$ cat src/rtl/fifo_axis_reader_pkg.sv
// Shared helpers for the FIFO and its AXI-Stream reader: counter sizing and
// the occupancy type of the 2-entry output buffer.
package fifo_axis_reader_pkg;

  typedef logic [1:0] occ_t;

  localparam occ_t OCC_EMPTY = 2'd0;
  localparam occ_t OCC_ONE   = 2'd1;
  localparam occ_t OCC_FULL  = 2'd2;

  function automatic int clogb2(input int value);
    int v;
    int r;
    v = value - 1;
    r = 0;
    for (int i = 0; i < 32; i++) begin
      if (v > 0) begin
        r = r + 1;
        v = v >> 1;
      end else begin
        r = r;
      end
    end
    return r;
  endfunction

  // A packet counter needs at least one bit even when PKT_LEN is 1.
  function automatic int cnt_width(input int pkt_len);
    return (clogb2(pkt_len) < 1) ? 1 : clogb2(pkt_len);
  endfunction

endpackage

$ cat src/rtl/fifo_axis_reader_skid.sv
// 2-entry register buffer: word written via wr_en/wr_data, presented on a
// registered valid/ready port with the oldest entry at the head.
module axis_skid_buf2
  import fifo_axis_reader_pkg::*;
#(
  parameter int WIDTH = 16
) (
  input  logic             clk,
  input  logic             rst,
  input  logic             wr_en,
  input  logic [WIDTH-1:0] wr_data,
  output logic             valid,
  input  logic             ready,
  output logic [WIDTH-1:0] data,
  output occ_t             occ
);

  logic [WIDTH-1:0] d0_r, d1_r, d0_s, d1_s;
  occ_t             occ_r, occ_s;
  logic             valid_r;
  logic             pop_s;

  assign pop_s = valid_r && ready;

  // Next buffer contents: a simultaneous write and pop keeps occ and queues
  // the new word behind whatever remains.
  always_comb begin
    d0_s  = d0_r;
    d1_s  = d1_r;
    occ_s = occ_r;
    case ({wr_en, pop_s})
      2'b10: begin
        if (occ_r == OCC_EMPTY) begin
          d0_s = wr_data;
        end else begin
          d1_s = wr_data;
        end
        occ_s = occ_r + 2'd1;
      end
      2'b01: begin
        d0_s  = d1_r;
        occ_s = occ_r - 2'd1;
      end
      2'b11: begin
        if (occ_r == OCC_ONE) begin
          d0_s = wr_data;
        end else begin
          d0_s = d1_r;
          d1_s = wr_data;
        end
      end
      default: begin
        occ_s = occ_r;
      end
    endcase
  end

  // Buffer registers; valid is its own flop so the stream side sees a pure register.
  always_ff @(posedge clk or posedge rst) begin
    if (rst) begin
      d0_r    <= '0;
      d1_r    <= '0;
      occ_r   <= OCC_EMPTY;
      valid_r <= 1'b0;
    end else begin
      d0_r    <= d0_s;
      d1_r    <= d1_s;
      occ_r   <= occ_s;
      valid_r <= (occ_s != OCC_EMPTY);
    end
  end

  assign valid = valid_r;
  assign data  = d0_r;
  assign occ   = occ_r;

endmodule

$ cat src/rtl/fifo_axis_reader.sv
// Pops a standard synchronous FIFO and re-times its data into an AXI-Stream
// master with tlast every PKT_LEN beats, at up to one beat per clock.
module fifo_axis_reader
  import fifo_axis_reader_pkg::*;
#(
  parameter int WIDTH   = 16,
  parameter int PKT_LEN = 256
) (
  input  logic             clk,
  input  logic             rst,
  input  logic [WIDTH-1:0] fifo_dout,
  input  logic             fifo_empty,
  output logic             fifo_rd_en,
  output logic [WIDTH-1:0] m_tdata,
  output logic             m_tvalid,
  input  logic             m_tready,
  output logic             m_tlast,
  output logic             pkt_done,
  output logic             busy
);

  localparam int               CNT_W     = cnt_width(PKT_LEN);
  localparam logic [CNT_W-1:0] LAST_BEAT = CNT_W'(PKT_LEN - 1);

  logic             infl_r;
  logic             pkt_done_r;
  logic [CNT_W-1:0] beat_cnt_r;
  occ_t             occ_s;
  logic             pop_s;
  logic [2:0]       credit_s;

  assign pop_s    = m_tvalid && m_tready;
  // Entries the buffer will hold next cycle; a read is safe while this is below 2.
  assign credit_s = 3'(occ_s) + 3'(infl_r) - 3'(pop_s);

  assign fifo_rd_en = !rst && !fifo_empty && (credit_s < 3'd2);

  axis_skid_buf2 #(
    .WIDTH (WIDTH)
  ) u_buf (
    .clk     (clk),
    .rst     (rst),
    .wr_en   (infl_r),
    .wr_data (fifo_dout),
    .valid   (m_tvalid),
    .ready   (m_tready),
    .data    (m_tdata),
    .occ     (occ_s)
  );

  assign m_tlast  = m_tvalid && (beat_cnt_r == LAST_BEAT);
  assign pkt_done = pkt_done_r;
  assign busy     = (occ_s != OCC_EMPTY) || infl_r;

  // In-flight flag: fifo_dout carries a fresh word the cycle after a read.
  always_ff @(posedge clk or posedge rst) begin
    if (rst) begin
      infl_r <= 1'b0;
    end else begin
      infl_r <= fifo_rd_en;
    end
  end

  // Beat counter advances only on handshakes, so it holds across FIFO starvation.
  always_ff @(posedge clk or posedge rst) begin
    if (rst) begin
      beat_cnt_r <= '0;
    end else if (pop_s) begin
      if (beat_cnt_r == LAST_BEAT) begin
        beat_cnt_r <= '0;
      end else begin
        beat_cnt_r <= beat_cnt_r + CNT_W'(1);
      end
    end else begin
      beat_cnt_r <= beat_cnt_r;
    end
  end

  // End-of-packet pulse, one clock after the tlast handshake.
  always_ff @(posedge clk or posedge rst) begin
    if (rst) begin
      pkt_done_r <= 1'b0;
    end else begin
      pkt_done_r <= pop_s && m_tlast;
    end
  end

endmodule
$ cat config.mk
export PLATFORM = sky130hd
export DESIGN_NAME = fifo_axis_reader
export DESIGN_NICKNAME = d
export VERILOG_FILES = /design/src/rtl/fifo_axis_reader_pkg.sv /design/src/rtl/fifo_axis_reader_skid.sv /design/src/rtl/fifo_axis_reader.sv
export SDC_FILE = /design/constraint.sdc
export NUM_CORES = 1
export LEC_CHECK = 0
export CORE_MARGIN = 2
export CORE_UTILIZATION = 30
export DETAILED_ROUTE_END_ITERATION = 6
export HOLD_SLACK_MARGIN = 0.08
export PLACE_DENSITY = 0.58
export SETUP_SLACK_MARGIN = 0.05
export SYNTH_ARGS = -nofsm -noshare
export SYNTH_HDL_FRONTEND = slang
export SYNTH_SLANG_ARGS = --single-unit
export TNS_END_PERCENT = 50
$ cat constraint.sdc
create_clock -name clk -period 2.1 [get_ports clk]
set_input_delay 0.315 -clock clk [delete_from_list [all_inputs] [get_ports clk]]
set_output_delay 0.315 -clock clk [all_outputs]
set_load 0.03 [all_outputs]
==> impl_metrics.tcl <==
set metrics [dict create \
    routedWlPerCell_um 14.4 \
    final_core_util_pct 41.8 \
    numPortBuffers 40 \
    synth_top_area_share_pct 52.9 \
    p_per_area_mw_per_mm2 1500 \
    clockBufferDepth 2 \
    worstSetupPathType "reg -> out" \
    gp_congestion 0.762 \
    tightest_slew_ns 0.453 \
    synth_seq_area_share_pct 52.9 \
    clock_sinks 45 \
    placed_cell_area_mm2 0.00275 \
    required_ns 1.78 \
    fin_area_mm2 0.00285 \
    grt_antenna_before_repair 0 \
    clock_skew_ns 0.00681 \
    overflow 0 \
    place_ws_ns -0.450 \
    whs_ns 0.427 \
    violations "setup timing" \
    crit_fanout 2 \
    antenna_cells 0 \
    cts_buffers 5 \
    drive_above_1_share_pct 21.1 \
    hold_violations 0 \
    p_clk_share_pct 13.0 \
    dr.pass1.iters 4 \
    swShare_pct 38.0 \
    power.switching_mw 1.63 \
    place_inst 305 \
    fp.dieH_um 88.2 \
    start_util_pct 31.1 \
    syn_area_mm2 0.00213 \
    critPathBufInv 1 \
    fin_crit_ns 2.45 \
    grt_usage_pct 12.2 \
    syn_inst 164 \
    slew_headroom_pct 69.7 \
    min_path_type "in -> async" \
    h-tree-depth 2 \
    p_comb_share_pct 51.4 \
    yosys.area.top_type "dfrtp_1" \
    clk_latency_ns 0.30 \
    cts_tree "yes" \
    rows 30 \
    setup_viol 1 \
    ys_seq_elements 45 \
    synth_fp_nets 188 \
    holdBufCountCts 0 \
    coreArea_mm2 0.00683 \
    yosys_warnings 0 \
    status "complete, but fails checks" \
    rsz0062_at_grt "yes" \
    endpoint_kind "primary output" \
    synth_area_leaders "dfrtp_1 53%, o221a_1 8.5%, mux2_4 7.1%, nand2b_1 4.1%, mux2_1 3.2%" \
    dieArea_mm2 0.00778 \
    synth_edf_count 0 \
    cts-root-buf "clkbuf_8" \
    dp_hpwl_um 3080 \
    cap_viol_max_count 0 \
    nNetsFinal 241 \
    area_growth_syn_to_layout_pct 34.1 \
    drc 0 \
    ys_types 39 \
    fin_crit_sh_pct 117 \
    clk_pin_slew_ns 0.09 \
    finalMaxSlewViolations 0 \
    internal_power_mw 2.66 \
    grt_first_pass_wirelength_um 7330 \
    n_fill_cell 668 \
    cpPeakStageDelay_ns 0.42 \
    arrival_ns 2.13 \
    max_freq_ghz 0.409 \
    power_leakage_nw 1.23 \
    postSynth.asyncResetShare_pct 100 \
    cp-start-kind "register" \
    cp_top_family "simple AND/OR/NAND/NOR gates" \
    crit_slowest_cell "dfrtp_2" \
    ir_drop_uv 803 \
    ys.flop_type "dfrtp_1" \
    num_vias 1493 \
    die_w_um 88.2 \
    avgSynthCellArea_um2 13.0 \
    grt_max_degree 28 \
    setup_ws_ns -0.347 \
    fin_cells 314 \
    pwr-share-seq_pct 35.7 \
    routed_wl_um 4520 \
    grt_pass1_vias 1473 \
    drtIter0Drc 61 \
    avgViaCountPerCell 4.75 \
    io_pins 41 \
    ant_nets 0 \
    crit_chain "and2_4, xnor2_4, nand2b_4, fa_2, xor2_2, nor4b_4, buf_4" \
]
-- synthesized netlist by cell type (2+ instances only) --
cell type / instances
dfrtp_1: 45
o221a_1: 16
nand2b_1: 14
nand2_1: 11
mux2_4: 10
mux2_1: 6
inv_1: 5
xnor2_1: 5
a31oi_1: 4
buf_2: 4
nand3_1: 4
or2b_1: 4
and3_1: 3
buf_6: 3
ha_1: 3
a211oi_1: 2
nor3_1: 2
o21ai_1: 2
-- flip-flops by register name, indices dropped and copies added (netlist names) --
signal / cells
beat_cnt_r: 8
infl_r: 1
pkt_done: 1
u_buf.d1_r: 16
u_buf.data: 16
u_buf.occ: 2
u_buf.valid: 1
-- stage by stage --
step | power (mW) | TNS, ns
global placement | 3.69 | -0.448
CTS | 4.34 | -0.371
detailed placement | 3.73 | -0.489
global route | 4.56 | -0.427
finish | 4.29 | -0.347
floorplan | 3.02 | -0.706
-- metal layers --
metal	global-route usage, %	part of all wire [%]	vias to the layer above	wire (µm)
met5	0	0	-	0
met4	2.89	0.64	0	29
met3	2.92	4.8	4	216
met2	17.4	45	42	2040
met1	18.6	50	742	2240
li1	-	-	705	-
-- cell type report --
class	instances	area (µm²)	area share, %
tap	96	120	4.21
sequential	45	1130	39.5
inverter	5	18.8	0.658
clock inverter	3	21.3	0.746
timing repair buffer	53	514	18.0
multi-input combinational	107	982	34.4
clock buffer	5	68.8	2.41
-- cells by family (layout without fill, tap and decap cells) --
family | count (synthesis) | after routing | share of synthesized area (%)
compound gates | 34 | 34 | 15.0
xor+xnor | 6 | 6 | 2.47
fa+ha+maj | 4 | 4 | 2.71
buf+inv | 12 | 66 | 3.41
flops | 45 | 45 | 52.9
mux | 16 | 16 | 10.2
simple gates | 47 | 47 | 13.2
-- worst paths after layout --
kind                                from             to  slack, ns  cells past startpoint
max                          u_buf.valid     fifo_rd_en      -0.35                      7
min                                  rst   u_buf.occ[0]       0.43                      2
max reg2reg                 u_buf.occ[0]  u_buf.data[9]       0.16                      6
min reg2reg                beat_cnt_r[6]  beat_cnt_r[6]       0.48                      1
max in group asynchronous            rst  u_buf.data[5]       1.18                      3
min in group clk           beat_cnt_r[6]  beat_cnt_r[6]       0.48                      1
-- power groups by stage --
stage,registers (mW),logic (mW),clock network [mW]
2_1_floorplan,1.84,1.18,0
3_3_place_gp,1.53,2.17,0
3_5_place_dp,1.54,2.19,0
4_1_cts,1.54,2.23,0.577
5_1_grt,1.58,2.37,0.605
6_report,1.53,2.20,0.556
-- layout by cell type (no fill, tap or decap), drive strengths merged, types with 2 or more instances in the layout --
master,n
ha,3
a211oi,2
o221a,16
buf,14
o21ai,3
nand3,6
nand2,11
nor3,2
a31oi,4
or2b,4
and3,3
a21bo,2
nand2b,14
mux2,16
xnor2,5
clkdlybuf4s50,36
inv,6
clkbuf,6
dfrtp,45
-- timing repair --
item	in CTS	in global routing
setup buffers	1	0
setup endpoints to repair	3	3
pin swaps	5	0
gates resized for setup	4	3
No activity file was read; power rests on OpenSTA's default activity.
